==> src/rtl/mac_accum.sv <==
// Signed multiply-accumulate stage: registered operands feed a combinational
// array multiplier whose products are summed into a saturating accumulator.

module array_mult #(
  parameter int SIZE = 8
) (
  input  logic [SIZE-1:0]   A,
  input  logic [SIZE-1:0]   B,
  output logic [2*SIZE-1:0] P
);

  logic [2*SIZE-1:0] a_ext;

  assign a_ext = {{SIZE{A[SIZE-1]}}, A};

  // One adder row per multiplier bit; the MSB of B carries negative weight,
  // so its row is subtracted rather than added.
  for (genvar i = 0; i < SIZE; i++) begin : g_row
    logic [2*SIZE-1:0] pp;
    logic [2*SIZE-1:0] sum;

    assign pp = (a_ext & {(2*SIZE){B[i]}}) << i;

    if (i == 0) begin : g_first
      assign sum = pp;
    end else if (i == SIZE-1) begin : g_sign
      assign sum = g_row[i-1].sum - pp;
    end else begin : g_mid
      assign sum = g_row[i-1].sum + pp;
    end
  end

  assign P = g_row[SIZE-1].sum;

endmodule

module mac_accum #(
  parameter int SIZE  = 8,
  parameter int ACC_W = 2*SIZE+4,
  parameter int CNT_W = 8
) (
  input  logic             clk,
  input  logic             rst,
  input  logic             start,
  input  logic [CNT_W-1:0] count,
  input  logic             in_valid,
  output logic             in_ready,
  input  logic [SIZE-1:0]  a,
  input  logic [SIZE-1:0]  b,
  output logic [ACC_W-1:0] acc_out,
  output logic             out_valid,
  input  logic             out_ready,
  output logic             busy,
  output logic             ovf
);

  typedef enum logic [1:0] {
    S_IDLE,
    S_ACCUM,
    S_DRAIN,
    S_DONE
  } state_t;

  localparam logic [ACC_W-1:0] ACC_MAX = {1'b0, {(ACC_W-1){1'b1}}};
  localparam logic [ACC_W-1:0] ACC_MIN = {1'b1, {(ACC_W-1){1'b0}}};

  state_t            state;
  state_t            state_nxt;
  logic [SIZE-1:0]   a_q;
  logic [SIZE-1:0]   b_q;
  logic              p_vld;
  logic [CNT_W-1:0]  rem;
  logic [2*SIZE-1:0] prod;
  logic [ACC_W-1:0]  acc;
  logic              ovf_q;
  logic              start_ok;
  logic              accept;
  logic [ACC_W:0]    sum;
  logic              sum_ovf;
  logic [ACC_W-1:0]  acc_nxt;

  array_mult #(.SIZE(SIZE)) u_mult (
    .A (a_q),
    .B (b_q),
    .P (prod)
  );

  assign start_ok = (state == S_IDLE) && start;
  assign accept   = (state == S_ACCUM) && in_valid;

  // NOTE: state and datapath registers use non-blocking assignments so every
  // flop samples pre-edge values regardless of process evaluation order.
  always_ff @(posedge clk or posedge rst) begin
    if (rst) begin
      state <= S_IDLE;
    end else begin
      state <= state_nxt;
    end
  end

  // NOTE: every combinational output gets a default before the case so no
  // path leaves it unassigned, which would infer a latch.
  always_comb begin
    state_nxt = state;
    case (state)
      // A zero-term request still passes through DRAIN so the result appears
      // one cycle later, matching the non-empty case's fixed drain latency.
      S_IDLE:  if (start) state_nxt = (count == '0) ? S_DRAIN : S_ACCUM;
      S_ACCUM: if (in_valid && rem == CNT_W'(1)) state_nxt = S_DRAIN;
      S_DRAIN: state_nxt = S_DONE;
      S_DONE:  if (out_ready) state_nxt = S_IDLE;
      default: state_nxt = S_IDLE;
    endcase
  end

  always_comb begin
    in_ready  = 1'b0;
    out_valid = 1'b0;
    busy      = 1'b1;
    case (state)
      S_IDLE:  busy      = 1'b0;
      S_ACCUM: in_ready  = 1'b1;
      S_DONE:  out_valid = 1'b1;
      default: ;
    endcase
  end

  // Sum one bit wider than the accumulator; the top two bits disagreeing
  // means the true result lies outside the signed ACC_W range.
  always_comb begin
    sum     = {acc[ACC_W-1], acc} +
              {{(ACC_W+1-2*SIZE){prod[2*SIZE-1]}}, prod};
    sum_ovf = sum[ACC_W] ^ sum[ACC_W-1];
    acc_nxt = sum[ACC_W-1:0];
    if (sum_ovf) acc_nxt = sum[ACC_W] ? ACC_MIN : ACC_MAX;
  end

  always_ff @(posedge clk or posedge rst) begin
    if (rst) begin
      a_q   <= '0;
      b_q   <= '0;
      p_vld <= 1'b0;
      rem   <= '0;
      acc   <= '0;
      ovf_q <= 1'b0;
    end else begin
      p_vld <= accept;
      if (accept) begin
        a_q <= a;
        b_q <= b;
        rem <= rem - CNT_W'(1);
      end
      if (start_ok) begin
        acc   <= '0;
        ovf_q <= 1'b0;
        rem   <= count;
      end else if (p_vld) begin
        acc <= acc_nxt;
        if (sum_ovf) ovf_q <= 1'b1;
      end
    end
  end

  assign acc_out = acc;
  assign ovf     = ovf_q;

endmodule
==> config.mk <==
export PLATFORM = sky130hd
export DESIGN_NAME = mac_accum
export DESIGN_NICKNAME = d
export VERILOG_FILES = /design/src/rtl/mac_accum.sv
export SDC_FILE = /design/constraint.sdc
export NUM_CORES = 1
export LEC_CHECK = 0
export ABC_AREA = 1
export CORE_MARGIN = 2
export CORE_UTILIZATION = 60
export CTS_CLUSTER_SIZE = 40
export DETAILED_ROUTE_END_ITERATION = 12
export PLACE_DENSITY = 0.82
export SYNTH_ARGS = -nofsm -noshare
export SYNTH_HDL_FRONTEND = slang
export SYNTH_SLANG_ARGS = --single-unit
==> constraint.sdc <==
create_clock -name clk -period 7.6 [get_ports clk]
set_clock_uncertainty 0.15 [all_clocks]
set_input_delay 1.14 -clock clk [delete_from_list [all_inputs] [get_ports clk]]
set_output_delay 1.14 -clock clk [all_outputs]
set_load 0.005 [all_outputs]
==> impl_metrics.tcl, run 1 <==
set metrics [dict create \
    status "finished, final reports clean" \
    cts_buffer_depth 2 \
    cts-root-buf "clkbuf_8" \
    slew_headroom_pct 32.0 \
    syn_area_per_cell_um2 7.23 \
    tightest_slew_ps 1020 \
    crit_arrival_ps 6840 \
    cts_max_level 2 \
    ant_nets 0 \
    rsz0062_at_grt "no" \
    clk_latency_ps 310 \
    cp_top_family "adder cells" \
    grt_pass1_vias 5313 \
    crit_type "reg -> reg" \
    num_rows 36 \
    ys_seq_elements 48 \
    slowest_delay_ps 610 \
    worst_slack_ps 818 \
    slowest_stage "fa_1" \
    fin_crit_ps 6780 \
    place_ws_ps 900 \
    cp_max_fo 20 \
    tns_ps 0 \
    fin_util_pct 68.8 \
    cts-hold-fix-buffers 0 \
    final_nets 1010 \
    drc 0 \
    cp.required_ps 7660 \
    synth_area_um2 6040 \
    wire_per_inst_um 13.7 \
    cts.repair.resized 0 \
    finalSetupViolCount 0 \
    numCtsBuffers 5 \
    r2r-end "acc_out[10]" \
    cts_tree "done" \
    dr.pass1.iters 5 \
    reg2regPathDepth 28 \
    yosysTopAreaCellShare_pct 19.9 \
    boundaryPins 53 \
    worst_hold_path.endpoint "ovf" \
    ys.warnings.count 0 \
    die_w_um 104 \
    gp_congestion 0.929 \
    port_buffers 52 \
    crit_top_cell "nand2_1" \
    grt_max_degree 49 \
    layout_common_cells "nand2_1, inv_1, fa_1, ha_1, clkdlybuf4s50_1" \
    diodes 0 \
    clock_sink_count 48 \
    clk_pin_slew_ps 100 \
    syn_to_final_growth_pct 11.3 \
    grt_usage_pct 27.2 \
    hold_path.class "reg -> reg" \
    synth_fp_nets 975 \
    hold_start "ovf" \
    core_area_um2 9770 \
    ys_seq_area_share_pct 19.9 \
    cp-start-kind "register" \
    postCtsSetupRepairBufs 0 \
    syn_inst 835 \
    grt-ovfl-total 0 \
    yosys.area.top_type "dfrtp_1" \
    antenna_found_initial 0 \
    final_common_cell "nand2_1" \
    dieArea_um2 10900 \
    via_count 5289 \
    max-cap-violations 0 \
    r2r_slack_ps 820 \
    path_buf_inv 4 \
    final-hold-violation-count 0 \
    fin_crit_sh_pct 89.2 \
    final_layout_size_suffix_gt1_share_pct 2.87 \
    die_y_um 104 \
    synth_area_leaders "dfrtp_1, fa_1, nand2_1, ha_1, inv_1" \
    hpwl_mm 11.5 \
    start_util_pct 61.8 \
    fmax_mhz 147 \
    end_kind "register" \
    totalWireLength_mm 13.7 \
    drt_iter0_markers 331 \
    viasPerCell 5.27 \
    grt_pass1_wl_mm 24.3 \
    rr_startpoint "b_q[2]" \
    synth_cell_types 40 \
    min_path_cells 2 \
    report.final.slew_viol_count 0 \
]
sequential cells by signal, summed over array words and instances, names as in the netlist:
register  count
state         2
b_q           8
ovf           1
rem           8
p_vld         1
acc_out      20
a_q           8
through the flow:
stage	hold WS, ps	std cells	area (µm²)
after floorplan	323	835	6040
after global placement	315	996	6630
after detailed placement	323	996	6630
after CTS	354	1004	6730
after global routing	383	1004	6730
final	357	1004	6730
kinds of logic after synthesis:
logic type | after synthesis | synth area share (%)
buffers and inverters | 183 | 11.6
XOR/XNOR | 33 | 4.78
AND/OR/NAND/NOR | 394 | 26.8
flip-flops | 48 | 19.9
adder cells (fa/ha/maj) | 111 | 30.2
AO/OA/AOI/OAI | 66 | 6.79
tightest hold or removal path: stages (launching register included):
cell and delay (ps):
dfrtp_1 370, nand2_1 60, nand2_1 50
synth_stat cells, drive strengths merged:
master   number
nand2       295
inv         157
fa           58
ha           53
dfrtp        48
nand3        39
nor2         38
a21oi        31
clkbuf       20
xnor2        18
xor2         15
o21ai        12
nand4        10
o21bai        6
buf           5
o221ai        5
nor3          4
and2          3
nand3b        3
o311ai        2
o31ai         2
a21boi        1
a21o          1
a221o         1
a31oi         1
a41oi         1
clkinv        1
nor4          1
o2111ai       1
o211ai        1
o22ai         1
or2           1
worst max path at each step:
stage	from	endpoint	slack, ps	depth (start not counted)
2_1_floorplan	a_q[7]	acc_out[4]	1730	27
3_3_place_gp	b_q[2]	acc_out[10]	1130	28
3_5_place_dp	b_q[2]	acc_out[10]	900	28
4_1_cts	b_q[2]	acc_out[10]	870	28
5_1_grt	b_q[4]	acc_out[10]	340	28
6_report	b_q[2]	acc_out[10]	820	28
layout make-up:
class | count | area (µm²)
fillers | 843 | 3050
repair buffers | 53 | 528
flip-flops and latches | 48 | 1200
clock buffers | 6 | 82.6
well taps | 133 | 166
clock inverters | 2 | 13.8
multi-input cells | 604 | 4140
inverters | 158 | 593
routing by layer:
layer  track usage [%]  part of all wire [%]  vias to the layer above  routed length [µm]
li1                  -                     -                     2618                   -
met1              35.3                    43                     2472                5890
met3              2.94                   4.6                       28                 630
met5                 0                     0                        -                   0
met4              6.08                   1.6                        0                 219
met2              48.9                    51                      171                7000
Power of run 1 is left out: the tool's default activity adds up to more than one toggle a clock period on the data nets, which glitch-free logic cannot reach.
==> run 2, diff against run 1 <==
--- a/config.mk
+++ b/config.mk
@@ -13,4 +13,5 @@
 export PLACE_DENSITY = 0.82
 export SYNTH_ARGS = -nofsm -noshare
 export SYNTH_HDL_FRONTEND = slang
+export SYNTH_HIERARCHICAL = 1
 export SYNTH_SLANG_ARGS = --single-unit
==> run 2 against run 1 <==
  * Critical path depth up 4
  * Flip-flop and latch count unchanged
  * Clock-buffer cell count down 1
  * Final cell count up 7.3%
  * Maximum frequency up 0.55%
  * Via count up 5.4%
  * First-iteration DRC count unchanged
  * Register-to-register slack better by 40 ps
  * Worst hold slack better by 2.4 ps
  * Largest cell class unchanged
==> impl_metrics.tcl, run 2 <==
set metrics [dict create \
    status "finished, final reports clean" \
    numCtsBuffers 5 \
    ys_seq_area_share_pct 19.1 \
    cts_max_level 2 \
    core_area_um2 10200 \
    dr.pass1.iters 5 \
    fmax_mhz 148 \
    fin_cells 1077 \
    synth_cell_types 37 \
    die_w_um 106 \
    clk_latency_ps 340 \
    dieArea_um2 11300 \
    grt_pass1_vias 5288 \
    viasPerCell 5.18 \
    tightest_slew_ps 1000 \
    cts_buffer_depth 2 \
    final_common_cell "nand2_1" \
    cp-start-kind "register" \
    cts.repair.resized 0 \
    hold_path.class "reg -> reg" \
    yosysTopAreaCellShare_pct 20.7 \
    cts_tree "done" \
    num_rows 37 \
    postCtsSetupRepairBufs 0 \
    fill_cells 890 \
    rr_startpoint "b_q[2]" \
    slew_headroom_pct 33.0 \
    synth-main-ff-cell "dfrtp_1" \
    start_util_pct 61.4 \
    clock_sink_count 48 \
    synth_area_leaders "nand2_1, dfrtp_1, fa_1, ha_1, inv_1" \
    die_y_um 106 \
    crit_top_cell "nand2_1" \
    cp.required_ps 7670 \
    gp_congestion 0.934 \
    cts-root-buf "clkbuf_8" \
    synth.most_common_cell "nand2_1" \
    dp_cells 1069 \
    grt-ovfl-total 0 \
    grt_usage_pct 26.0 \
    place_ws_ps 887 \
    wire_per_inst_um 12.8 \
    hpwl_mm 11.1 \
    synth_area_um2 6280 \
    synth_edf_count 0 \
    syn_area_per_cell_um2 6.92 \
    syn_inst 907 \
    synthTopCellsByCount "nand2_1, inv_1, ha_1, fa_1, dfrtp_1" \
    worst_slack_ps 855 \
    clk_pin_slew_ps 120 \
    grt_pass1_wl_mm 23.9 \
    diodes 0 \
    boundaryPins 53 \
    via_count 5576 \
    slowest_delay_ps 650 \
    ys_seq_elements 48 \
    cp_max_fo 20 \
    totalWireLength_mm 13.8 \
    fin_crit_ps 6750 \
    yosys.area.top_type "nand2_1" \
    fin_crit_sh_pct 88.8 \
    final_layout_size_suffix_gt1_share_pct 2.98 \
    ant_nets 0 \
    synth_fp_nets 1046 \
    layout_common_cells "nand2_1, inv_1, ha_1, fa_1, clkdlybuf4s50_1" \
    regArea_um2 1200 \
    cts-hold-fix-buffers 0 \
    hold_start "ovf" \
    finalSetupViolCount 0 \
    end_kind "register" \
    antenna_found_initial 0 \
    final-hold-violation-count 0 \
    multi_input_area_um2 4330 \
    grt_max_degree 49 \
    max-cap-violations 0 \
    drc 0 \
    largest_reg_flops 20 \
    drt_iter0_markers 331 \
    port_buffers 52 \
    ys.warnings.count 6 \
    fin_util_pct 68.1 \
    rsz0062_at_grt "no" \
    final_nets 1079 \
    crit_arrival_ps 6820 \
    report.final.slew_viol_count 0 \
    slowest_stage "fa_1" \
    crit_type "reg -> reg" \
    tns_ps 0 \
    syn_to_final_growth_pct 10.9 \
    synthArstFlopShare_pct 100 \
    crit_start "b_q[2]" \
]
==> run 2: changes by cell type in the layout (fill, tap and decap cells not counted), moves of 4 or more <==
| cell | change |
|---|---|
| nand3b_1 | +4 |
| o211ai_1 | +5 |
| nand2_1 | +58 |
| ha_1 | +5 |
| fa_1 | -6 |
| nand3_1 | +5 |
| o221ai_1 | -4 |
| xor2_1 | -7 |
| nor2_1 | +8 |
==> run 2: worst max-delay path, delay by kind of cell (launching register included) <==
kind / cells / cell delay (ps)
fa+ha+maj: 6 / 3020
simple gates: 17 / 2040
buf+inv: 7 / 520
flops: 1 / 490
compound gates: 2 / 430
==> run 2: path summary, 6_finish.rpt <==
kind                               endpoint  slack, ps  depth (start not counted)
min in group asynchronous        acc_out[3]       1200                          2
worst min register to register          ovf        360                          2
worst max register to register  acc_out[10]        850                         32
worst max-delay path            acc_out[10]        850                         32
worst min-delay path                    ovf        360                          2
max in group asynchronous        acc_out[6]       5460                          2
==> run 2: routing by layer <==
metal | GRT usage [%] | wire (µm)
met1 | 35.1 | 6230
met2 | 44.6 | 6590
met3 | 4.29 | 787
met4 | 4.98 | 187
met5 | 0 | 0
==> run 2: through the flow <==
stage	hold WS (ps)	area (µm²)
after CTS	363	6960
after detailed placement	328	6850
after floorplan	297	6280
after global placement	330	6850
after global routing	390	6960
final	359	6960
==> run 2: cell type report <==
cell class	count	share of cell area, %
Inverter	165	8.89
Sequential cell	48	17.3
Timing Repair Buffer	53	7.58
Tap cell	136	2.44
Clock inverter	3	0.665
Multi-Input combinational cell	667	62.2
Clock buffer	5	0.988
==> run 2: logic make-up after synthesis <==
logic type,share of synthesized area (%)
and+or+nand+nor,30.7
buffers and inverters,11.9
adders and majority gates,28.1
AOI/OAI and AO/OA,6.34
DFF,19.1
xor gates and xnor gates,3.77
Power of run 2 is left out for the same reason.
==> run 3, diff against run 2 <==
--- a/config.mk
+++ b/config.mk
@@ -6,6 +6,7 @@
 export NUM_CORES = 1
 export LEC_CHECK = 0
 export ABC_AREA = 1
+export CORE_ASPECT_RATIO = 0.7
 export CORE_MARGIN = 2
 export CORE_UTILIZATION = 60
 export CTS_CLUSTER_SIZE = 40
==> run 3 against run 2 <==
  * Via count is 1.9% higher
  * Register-to-register slack worse by 120 ps
  * Worst hold slack worse by 24 ps
  * Critical path type unchanged
  * Highest routed layer unchanged
==> impl_metrics.tcl, run 3 (same netlist as run 2, synthesis figures left out) <==
set metrics [dict create \
    via_count 5680 \
    postCtsSetupRepairBufs 0 \
    fin_crit_ps 6860 \
    num_rows 31 \
    crit_top_cell "nand2_1" \
    final_nets 1079 \
    hold_path.class "reg -> reg" \
    drt_iter0_markers 493 \
    slowest_stage "fa_1" \
    cts_buffer_depth 2 \
    drc 0 \
    cp.required_ps 7640 \
    layout_common_cells "nand2_1, inv_1, ha_1, fa_1, clkdlybuf4s50_1" \
    report.final.slew_viol_count 0 \
    tightest_slew_ps 1010 \
    cts_tree "done" \
    crit_arrival_ps 6900 \
    core_area_um2 10300 \
    boundaryPins 53 \
    largest_reg_flops 20 \
    fill_cells 873 \
    cp-start-kind "register" \
    top_usage_layer "met2" \
    fin_util_pct 68.3 \
    fmax_mhz 146 \
    cts-hold-fix-buffers 0 \
    slew_headroom_pct 32.8 \
    die_w_um 126 \
    viasPerCell 5.29 \
    clk_latency_ps 300 \
    clock_sink_count 48 \
    final-hold-violation-count 0 \
    dr.pass1.iters 5 \
    wire_per_inst_um 13.8 \
    syn_to_final_growth_pct 11.8 \
    start_util_pct 61.1 \
    slowest_delay_ps 660 \
    grt.met1_usage_pct 40.8 \
    numCtsBuffers 5 \
    grt_pass1_vias 5167 \
    antenna_found_initial 0 \
    grt_usage_pct 26.9 \
    rsz0062_at_grt "no" \
    ant_nets 0 \
    final_common_cell "nand2_1" \
    cp_max_fo 20 \
    diodes 0 \
    cts_max_level 2 \
    fin_crit_sh_pct 90.3 \
    grt_use_met2_pct 42.3 \
    grt_pass1_wl_mm 24.4 \
    grt_max_degree 49 \
    clk_pin_slew_ps 70 \
    die_y_um 89.6 \
    final_layout_size_suffix_gt1_share_pct 2.98 \
    max-cap-violations 0 \
    tns_ps 0 \
    end_kind "register" \
    totalWireLength_mm 14.8 \
    finalSetupViolCount 0 \
    cts.repair.resized 0 \
    hpwl_mm 11.6 \
    status "finished, final reports clean" \
    crit_type "reg -> reg" \
    globalRouteMet3Util_pct 4.15 \
    port_buffers 52 \
    grt-ovfl-total 0 \
    gp_congestion 0.922 \
    dieArea_um2 11300 \
    cts-root-buf "clkbuf_16" \
]
run 3: cell types whose count changed in the layout (fill, tap and decap cells not counted):
cell / previous run / this run
clkbuf_8: 5 / 1
clkbuf_16: 0 / 5
clkinvlp_4: 1 / 0
inv_6: 1 / 0
clkinv_4: 0 / 1
run 3: path summary, 6_finish.rpt:
| kind | start | to | slack, ps | cells past startpoint |
|---|---|---|---|---|
| worst max-delay path | a_q[7] | acc_out[12] | 740 | 34 |
| worst min-delay path | ovf | ovf | 340 | 2 |
| worst max register to register | a_q[7] | acc_out[12] | 740 | 34 |
| worst min register to register | ovf | ovf | 340 | 2 |
| max in group asynchronous | rst | acc_out[10] | 5420 | 2 |
| min in group asynchronous | rst | state[0] | 1240 | 2 |
run 3: metrics by stage:
step           setup WS, ps  hold slack (ps)  cell area [µm²]  instances
2_1_floorplan          1730              297             6280        907
3_3_place_gp           1010              319             6840       1065
3_5_place_dp            820              323             6840       1065
4_1_cts                 813              338             7020       1073
5_1_grt                 272              379             7020       1073
6_report                739              335             7020       1073
run 3: worst max-delay path: cells and delay by family, from the launching register on:
kind                     cells  cell delay [ps]
flip-flops                   1              490
AND/OR/NAND/NOR             19             2260
adder cells (fa/ha/maj)      6             3030
buffers and inverters        8              570
AO/OA/AOI/OAI                1              250
run 3: metal layers:
| layer | share of wire [%] | vias up |
|---|---|---|
| met5 | 0 | - |
| met4 | 0.49 | 0 |
| met3 | 7.0 | 8 |
| met2 | 42 | 211 |
| met1 | 50 | 2626 |
| li1 | - | 2835 |
run 3: final cells by class:
class                      count  area (µm²)  area share [%]
tap                          132         165            2.35
sequential                    48        1200            17.1
clock buffer                   6         139            1.98
timing repair buffer          53         528            7.52
clock inverter                 2        38.8           0.552
inverter                     165         619            8.82
multi-input combinational    667        4330            61.7
Power of run 3 is left out for the same reason.
